File: src/rtl/operand_fetch.sv
// operand_fetch: issue stage with pending-write scoreboard, bank read/write ports; OPERAND_BYPASS_EN adds same-cycle wb bypass.
// Latency: 1 cycle from accept (in_valid && in_ready) to out_valid.
// Backpressure: in_ready drops on RAW/WAW hazard, on flush, or while a held bundle sees out_ready low.
module operand_fetch #(
  parameter int XLEN            = 32,
  parameter bit SB_CLR_ON_FLUSH = 1'b1
) (
  input  logic            clk,
  input  logic            rst,
  input  logic            in_valid,
  output logic            in_ready,
  input  logic [4:0]      in_rs1,
  input  logic [4:0]      in_rs2,
  input  logic [4:0]      in_rd,
  input  logic            in_rd_we,
  input  logic [XLEN-1:0] in_imm,
  output logic [4:0]      rf_sel_a,
  output logic [4:0]      rf_sel_b,
  input  logic [XLEN-1:0] rf_data_a,
  input  logic [XLEN-1:0] rf_data_b,
  output logic [XLEN-1:0] rf_data_in,
  output logic [4:0]      rf_sel_in,
  output logic            rf_load_en,
  input  logic            wb_valid,
  input  logic [4:0]      wb_rd,
  input  logic [XLEN-1:0] wb_data,
  input  logic            flush,
  output logic            out_valid,
  input  logic            out_ready,
  output logic [XLEN-1:0] out_op_a,
  output logic [XLEN-1:0] out_op_b,
  output logic [4:0]      out_rd,
  output logic            out_rd_we,
  output logic [XLEN-1:0] out_imm
);

  logic [31:0]     pend;
  logic [31:0]     pend_nxt;
  logic            hz_a;
  logic            hz_b;
  logic            hz_waw;
  logic            hazard;
  logic            fire;
  logic [XLEN-1:0] op_a_nxt;
  logic [XLEN-1:0] op_b_nxt;

  assign rf_sel_a   = in_rs1;
  assign rf_sel_b   = in_rs2;
  assign rf_data_in = wb_data;
  assign rf_sel_in  = wb_rd;
  assign rf_load_en = wb_valid && (wb_rd != 5'd0);

`ifdef OPERAND_BYPASS_EN
  logic wb_hit_a;
  logic wb_hit_b;
  logic wb_hit_d;

  // A writeback landing this cycle resolves the hazard and supplies the operand directly.
  assign wb_hit_a = wb_valid && (wb_rd == in_rs1) && (in_rs1 != 5'd0);
  assign wb_hit_b = wb_valid && (wb_rd == in_rs2) && (in_rs2 != 5'd0);
  assign wb_hit_d = wb_valid && (wb_rd == in_rd);

  assign hz_a   = (in_rs1 != 5'd0) && pend[in_rs1] && !wb_hit_a;
  assign hz_b   = (in_rs2 != 5'd0) && pend[in_rs2] && !wb_hit_b;
  assign hz_waw = in_rd_we && (in_rd != 5'd0) && pend[in_rd] && !wb_hit_d;

  assign op_a_nxt = (in_rs1 == 5'd0) ? '0 : (wb_hit_a ? wb_data : rf_data_a);
  assign op_b_nxt = (in_rs2 == 5'd0) ? '0 : (wb_hit_b ? wb_data : rf_data_b);
`else
  // Without bypass the consumer waits until the bank itself holds the written value.
  assign hz_a   = (in_rs1 != 5'd0) && pend[in_rs1];
  assign hz_b   = (in_rs2 != 5'd0) && pend[in_rs2];
  assign hz_waw = in_rd_we && (in_rd != 5'd0) && pend[in_rd];

  assign op_a_nxt = (in_rs1 == 5'd0) ? '0 : rf_data_a;
  assign op_b_nxt = (in_rs2 == 5'd0) ? '0 : rf_data_b;
`endif

  assign hazard   = hz_a || hz_b || hz_waw;
  assign in_ready = !hazard && (!out_valid || out_ready) && !flush;
  assign fire     = in_valid && in_ready;

  // Clears first so that an issue to the same index in the same cycle stays pending.
  always_comb begin
    pend_nxt = pend;
    if (wb_valid) begin
      pend_nxt[wb_rd] = 1'b0;
    end
    if (SB_CLR_ON_FLUSH && flush && out_valid && out_rd_we) begin
      pend_nxt[out_rd] = 1'b0;
    end
    if (fire && in_rd_we) begin
      pend_nxt[in_rd] = 1'b1;
    end
    pend_nxt[0] = 1'b0;
  end

  always_ff @(posedge clk or negedge rst) begin
    if (!rst) begin
      pend <= '0;
    end else begin
      pend <= pend_nxt;
    end
  end

  always_ff @(posedge clk or negedge rst) begin
    if (!rst) begin
      out_valid <= 1'b0;
      out_op_a  <= '0;
      out_op_b  <= '0;
      out_rd    <= 5'd0;
      out_rd_we <= 1'b0;
      out_imm   <= '0;
    end else if (fire) begin
      out_valid <= 1'b1;
      out_op_a  <= op_a_nxt;
      out_op_b  <= op_b_nxt;
      out_rd    <= in_rd;
      out_rd_we <= in_rd_we;
      out_imm   <= in_imm;
    end else if (flush || out_ready) begin
      out_valid <= 1'b0;
    end
  end

endmodule
File: config.mk
export PLATFORM = sky130hd
export DESIGN_NAME = operand_fetch
export DESIGN_NICKNAME = d
export VERILOG_FILES = /design/src/rtl/operand_fetch.sv
export SDC_FILE = /design/constraint.sdc
export NUM_CORES = 1
export LEC_CHECK = 0
export CORE_MARGIN = 8
export CORE_UTILIZATION = 35
export DETAILED_ROUTE_END_ITERATION = 6
export PLACE_DENSITY = 0.68
export SETUP_SLACK_MARGIN = 0.5
export SYNTH_ARGS = -nofsm -noshare
export SYNTH_HDL_FRONTEND = slang
export SYNTH_SLANG_ARGS = --single-unit
File: constraint.sdc
create_clock -name clk -period 3.1 [get_ports clk]
set_input_delay 0.62 -clock clk [delete_from_list [all_inputs] [get_ports clk]]
set_output_delay 0.62 -clock clk [all_outputs]
set_load 0.03 [all_outputs]
==> metrics.cfg <==
[setup_path]
critPathSlowestCell=mux2_2
cp-end-kind=output port
crit_family=compound AO/OA/AOI/OAI gates
crit_top_cell=buf_6
r2r_slack_ns=0.37
worst-path-buf-inv=4
required_ns=2.48
cp.arrival_ns=2.29
crit_type=primary input to output port
cp_cell_sequence=buf_6 -> buf_2 -> mux2_2 -> a22oi_1 -> nand4b_1 -> a222oi_1 -> buf_4 -> o211a_1 -> buf_6
critPathMaxFanout=5
slowest_delay_ns=0.37
critPathLaunchType=primary input

[yosys]
synth_edf_count=0
synth_top_area_share_pct=45.8
ys_warn_count=0
avgSynthCellArea_um2=10.9
yosysMostFrequentCell=dfrtp_1
synth_largest_area_cell=dfrtp_1
ys_seq_area_share_pct=45.8
netlist_instances=675
synthTopCellsByArea=dfrtp_1 46%, mux2i_1 11%, mux2_2 7.5%, buf_4 5.1%, mux4_2 4.3%
netlist_area_um2=7330
ys_ff_latch=134
synth.net_count=830
ys_types=46
synth_top_cells_by_count=134 x dfrtp_1, 82 x nand2_1, 77 x mux2i_1
synth_ff_type=dfrtp_1
synthArstFlopShare_pct=100

[sta]
slew_headroom_pct=23.7
rsz0062_at_grt=true
worst_pin_slew_ns=1.14
final.period_utilization_pct=93.9
finalCriticalPeriod_ns=2.91
setup_violations=0
hold_viol_final=0
max_freq_mhz=344
maxSlewViolCount=0
hold_slack_ns=0.163
finClkSkew_ns=0.0113

[run]
cap_violations=0

[die]
core_area_um2=20800
io_pins=307
fp.dieArea_um2=25800
chipHeight_um=161
start_util_pct=35.3
die_w_um=161
num_rows=53

[global_route]
grt_pass1_vias=6238
gr-usage-all-layers_pct=17.6
grt_first_pass_wirelength_mm=36.0
grt_max_degree=60
overflow=0
antenna_found_initial=0

[clocking]
cts_tree=yes
clock_latency_ns=0.42
cts_buffers=17
cts-root-buf=clkbuf_16
cts_hold_buf=0
cts_sinks=134
htreeDepth=4
clk_pin_slew_worst_paths_ns=0.06
clk_path_buf_depth=2

[finish]
area_delta_synth_final_pct=47.8
final_net_count=1078
drive_above_1_share_pct=23.5
fin_util_pct=52.1
insertedDiodeCount=0
nFillCells=1881

[routing]
routed_wl_mm=23.2
wl_per_cell_um=19.2
viasPerCell=4.96
ant_nets=0
drtIter0Drc=456
drc=0
first_pass_iters=5
vias=6005

[pwr]
cellPowerDensity_nw_per_um2=651
power_leakage_nw=4.94
vdd_drop_max_mv=0.367

[min_path]
worstHoldPathType=primary input to asynchronous set/reset pin

[status]
status=complete, no violations

[placed_design]
io_buffers=242
place_congestion=0.915
dpl.hpwl_mm=16.8

[worst reg2reg max path, stage by stage, from the launching register on]
cell and delay (ns):
dfrtp_1 0.44, mux4_2 0.49, mux2i_1 0.17, nor3b_2 0.08, nor4_2 0.32, buf_4 0.17
o2111a_4 0.31, bufbuf_16 0.32, mux2_2 0.33
[power breakdown]
| group | internal (mW) | switching (mW) | total (mW) |
|---|---|---|---|
| registers | 2.15 | 0.286 | 2.44 |
| logic | 1.24 | 1.42 | 2.66 |
| clock network | 1.13 | 0.812 | 1.94 |
[final timing paths]
path | startpoint | to | cells past startpoint
max reg2reg | pend[21]$_DFF_PN0_ | out_imm[31]$_DFFE_PN0P_ | 8
min reg2reg | out_imm[22]$_DFFE_PN0P_ | out_imm[22]$_DFFE_PN0P_ | 1
min in group clk | out_imm[22]$_DFFE_PN0P_ | out_imm[22]$_DFFE_PN0P_ | 1
max | in_rd[1] | in_ready | 9
min | rst | out_op_a[14]$_DFFE_PN0P_ | 1
max in group asynchronous | rst | out_rd_we$_DFFE_PN0P_ | 2
[per-stage QoR]
stage          cell area, um^2  power, mW  setup TNS (ns)  cells  setup WS [ns]
6_report                 10800       7.05               0   1211          0.189
5_1_grt                  10800       7.39               0   1211         0.0754
4_1_cts                  10800       7.12               0   1209          0.208
3_5_place_dp              9970       5.09          -36.48   1160         -0.401
3_3_place_gp              9970       5.06          -27.97   1160         -0.288
2_1_floorplan             7380       3.93               0    675          0.431
[registers in the layout, indices dropped and copies added, names as in the netlist]
signal / flops
out_op_b: 32
out_rd_we: 1
out_rd: 5
out_valid: 1
out_op_a: 32
out_imm: 32
pend: 31
[cell type report]
| cell class | instances | area (um^2) | area share, % |
|---|---|---|---|
| timing repair buffer | 316 | 3190 | 29.5 |
| multi-input combinational | 387 | 3120 | 28.8 |
| clock inverter | 13 | 120 | 1.11 |
| clock buffer | 19 | 443 | 4.09 |
| inverter | 67 | 251 | 2.32 |
| sequential | 134 | 3350 | 31.0 |
| tap | 275 | 344 | 3.18 |
[timing repair]
item,CTS,global route
cloned,5,0
buffers inserted,12,2
pin swaps,8,4
gates resized for setup,52,6
endpoints found under the setup margin,138,129
[cell usage in the layout, fill, tap and decap left out, types with 7 or more instances in the layout]
master / n
nor3b_1: 10
buf_6: 7
a21oi_1: 29
mux4_2: 14
inv_1: 67
a31o_2: 29
dfrtp_1: 134
nor2_1: 11
clkdlybuf4s50_1: 227
nand3b_1: 7
mux2_2: 36
buf_4: 55
nand2_1: 82
mux2_4: 13
clkbuf_16: 17
mux2i_1: 76
o21ai_0: 29
buf_12: 8
[routing by layer]
metal,routed length (um),vias to the layer above,global-route usage [%],part of all wire [%]
met1,9630,2930,22.3,41
li1,-,2780,-,-
met2,11300,264,28.0,49
met4,393,0,5.61,1.7
met5,0,-,0,0
met3,1910,31,5.86,8.2
[logic make-up after synthesis]
group	Yosys count	share of synthesized area, %
buf+inv	154	12.8
mux	140	22.4
flops	134	45.8
simple gates	139	9.22
compound gates	108	9.84
(Power assumes the default switching activity.)
==> patch, RTL diff (same flow settings) <==
Change the parameter `XLEN` from 32 to 48.
--- a/src/rtl/operand_fetch.sv
+++ b/src/rtl/operand_fetch.sv
@@ -3,5 +3,5 @@
 // Backpressure: in_ready drops on RAW/WAW hazard, on flush, or while a held bundle sees out_ready low.
 module operand_fetch #(
-  parameter int XLEN            = 32,
+  parameter int XLEN            = 48,
   parameter bit SB_CLR_ON_FLUSH = 1'b1
 ) (
Ports: changed (8 resized); port bits go from 307 to 435. No check against the original RTL was run, so the function may have changed too.
==> patch against the unedited design <==
- design area increased by 41%
- sequential power is 44% higher
- final cell count grew 37%
- highest routed layer unchanged
- synthesized cell count increased by 32%
- routed wire length up 40%
- critical endpoint unchanged
- setup slack got worse by 120 ps
- largest power group unchanged
- sequential cell count is 48 higher
- maximum frequency fell by 4.0%
- area after synthesis increased by 33%
- total power rose by 48%
- worst hold slack worse by 38 ps
==> patch: results (changes against the unedited design) <==
syn_nets: 1,112 (was 830)
ys async rst share: 1.00 (unchanged)
NumNets Final: 1,488 (was 1,078)
Leak: 7.02 nW (was 4.94 nW)
Initial DRC Count: 543 (was 456)
Top Registers: out_imm: 48 flops, out_op_a: 48 flops, out_op_b: 48 flops (was out_imm: 32 flops, out_op_a: 32 flops, out_op_b: 32 flops)
Worst Max-Slew Pin Slew: 627 ps (was 1140 ps)
Worst setup SP type: flop (was primary input)
n_diodes: 0 (unchanged)
DRT met1 WL: 13,200 um (was 9630 um)
H-tree depth: 4 (unchanged)
total CTS buffers: 17 (unchanged)
DP Area: 13,600 um2 (was 9970 um2)
XOR/XNOR Fraction of Synth Area: 0 (unchanged)
Skew-Pair Late Insertion Delay: 430 ps
Routed WL: 32,600 um (was 23,200 um)
worst vdd ir: 369 uV (was 367 uV)
GPL Wtd Cong: 0.892 (was 0.915)
I/O Buffers: 338 (was 242)
cells on worst reg2reg path: 11 (was 8)
Detail Placement HPWL: 23,400 um (was 16,800 um)
pre-CTS setup slack: -383 ps (was -401 ps)
clock skew: 27.6 ps (was 11.3 ps)
worst endpoint data arrival time: 2410 ps (was 2290 ps)
clk buf depth: 2 (unchanged)
most common library cells after synthesis: dfrtp_1 (182), nand2_1 (115), mux2i_1 (114), inv_1 (102), buf_4 (67) (was dfrtp_1 (134), nand2_1 (82), mux2i_1 (77), inv_1 (67), buf_4 (50))
CP max FO: 4 (was 5)
hold crit path type: in -> async (unchanged)
pin count of the biggest net entering global routing: 64 (was 60)
sequential element share of the synthesized area: 0.467 (was 0.458)
share of cells above drive strength 1: 0.225 (was 0.235)
setup violators final: 0 (unchanged)
met2 wire length: 15,500 um (was 11,300 um)
Total GRT Usage: 0.187 (was 0.176)
status: finished clean (unchanged)
Synth warnings: 0 (unchanged)
mux share of post-synthesis cell area: 0.233 (was 0.224)
vias per cell: 4.86 (was 4.96)
vias in the first global route: 8,508 (was 6,238)
met3 wire length: 3110 um (was 1910 um)
r2r startpoint: pend[29] (was pend[21])
initial antenna violation count: 0 (unchanged)
DR WL/cell: 19.6 um (was 19.2 um)
Cell variety after synth: 48 (was 46)
first-pass GRT wire length: 49,400 um (was 36,000 um)
P_int: 6.43 mW (was 4.53 mW)
Clock Pin Slew Worst Setup and Hold Paths: 80 ps (was 60 ps)
largest cells by area after synthesis: dfrtp_1 (47%), mux2i_1 (12%), mux2_4 (8.0%), buf_4 (5.2%), nand2_1 (4.4%) (was dfrtp_1 (46%), mux2i_1 (11%), mux2_2 (7.5%), buf_4 (5.1%), mux4_2 (4.3%))
Inst Count DP: 1,580 (was 1,160)
Mapped Cells: 893 (was 675)
Compound-Gate Fraction of Synth Area: 0.0777 (was 0.0984)
patch: cell count changes after synthesis, sizes merged, moves of 15 or more:
cell	delta
mux2i	+37
nand2	+33
inv	+35
a21o	+16
a31o	-17
a21oi	-17
nor2	+22
dfrtp	+48
buf	+15
patch: cell families (layout without fill, tap and decap cells):
group	after synthesis	in the layout
DFF	182	182
buffers and inverters	214	603
muxes	185	185
and+or+nand+nor	203	203
AOI/OAI and AO/OA	109	109
patch: critical path, cell delays in order, from the launching register on:
cell,delay [ps]
dfrtp_1,450
mux4_2,520
o22ai_2,200
nor3_2,60
nor4_2,340
o21ai_2,120
a31oi_4,160
buf_6,150
patch: final timing paths:
check | slack, ps | end
max | 70 | in_ready
min | 130 | out_imm[37]
max reg2reg | 290 | out_imm[20]
min reg2reg | 520 | out_imm[0]
max in group asynchronous | 2130 | out_op_b[8]
min in group clk | 520 | out_imm[0]
patch: repair_timing:
action | in CTS | in global routing
setup endpoints to repair | 185 | 173
pin swaps | 10 | 21
gates cloned | 7 | 0
resized for setup | 87 | 63
setup buffers | 29 | 12
patch: area by class of cell:
type / count / area [um2]
clock buffer: 19 / 443
clock inverter: 13 / 159
fill: 2383 / 12400
inverter: 102 / 383
multi-input combinational: 497 / 4190
sequential: 182 / 4560
tap: 378 / 473
timing repair buffer: 469 / 5030
patch: metal layers:
layer | up-vias | global-route usage
met5 | - | 0
met4 | 0 | 0.0589
met3 | 52 | 0.0647
met2 | 350 | 0.306
met1 | 3946 | 0.229
li1 | 3712 | -
patch: power by group through the flow:
stage	Sequential (mW)	Combinational [mW]	Clock, mW
after global placement	3.53	4.41	0
after floorplan	4.73	1.28	0
final	3.52	4.66	2.25
after global routing	3.61	4.91	2.41
after CTS	3.51	4.63	2.31
after detailed placement	3.53	4.46	0
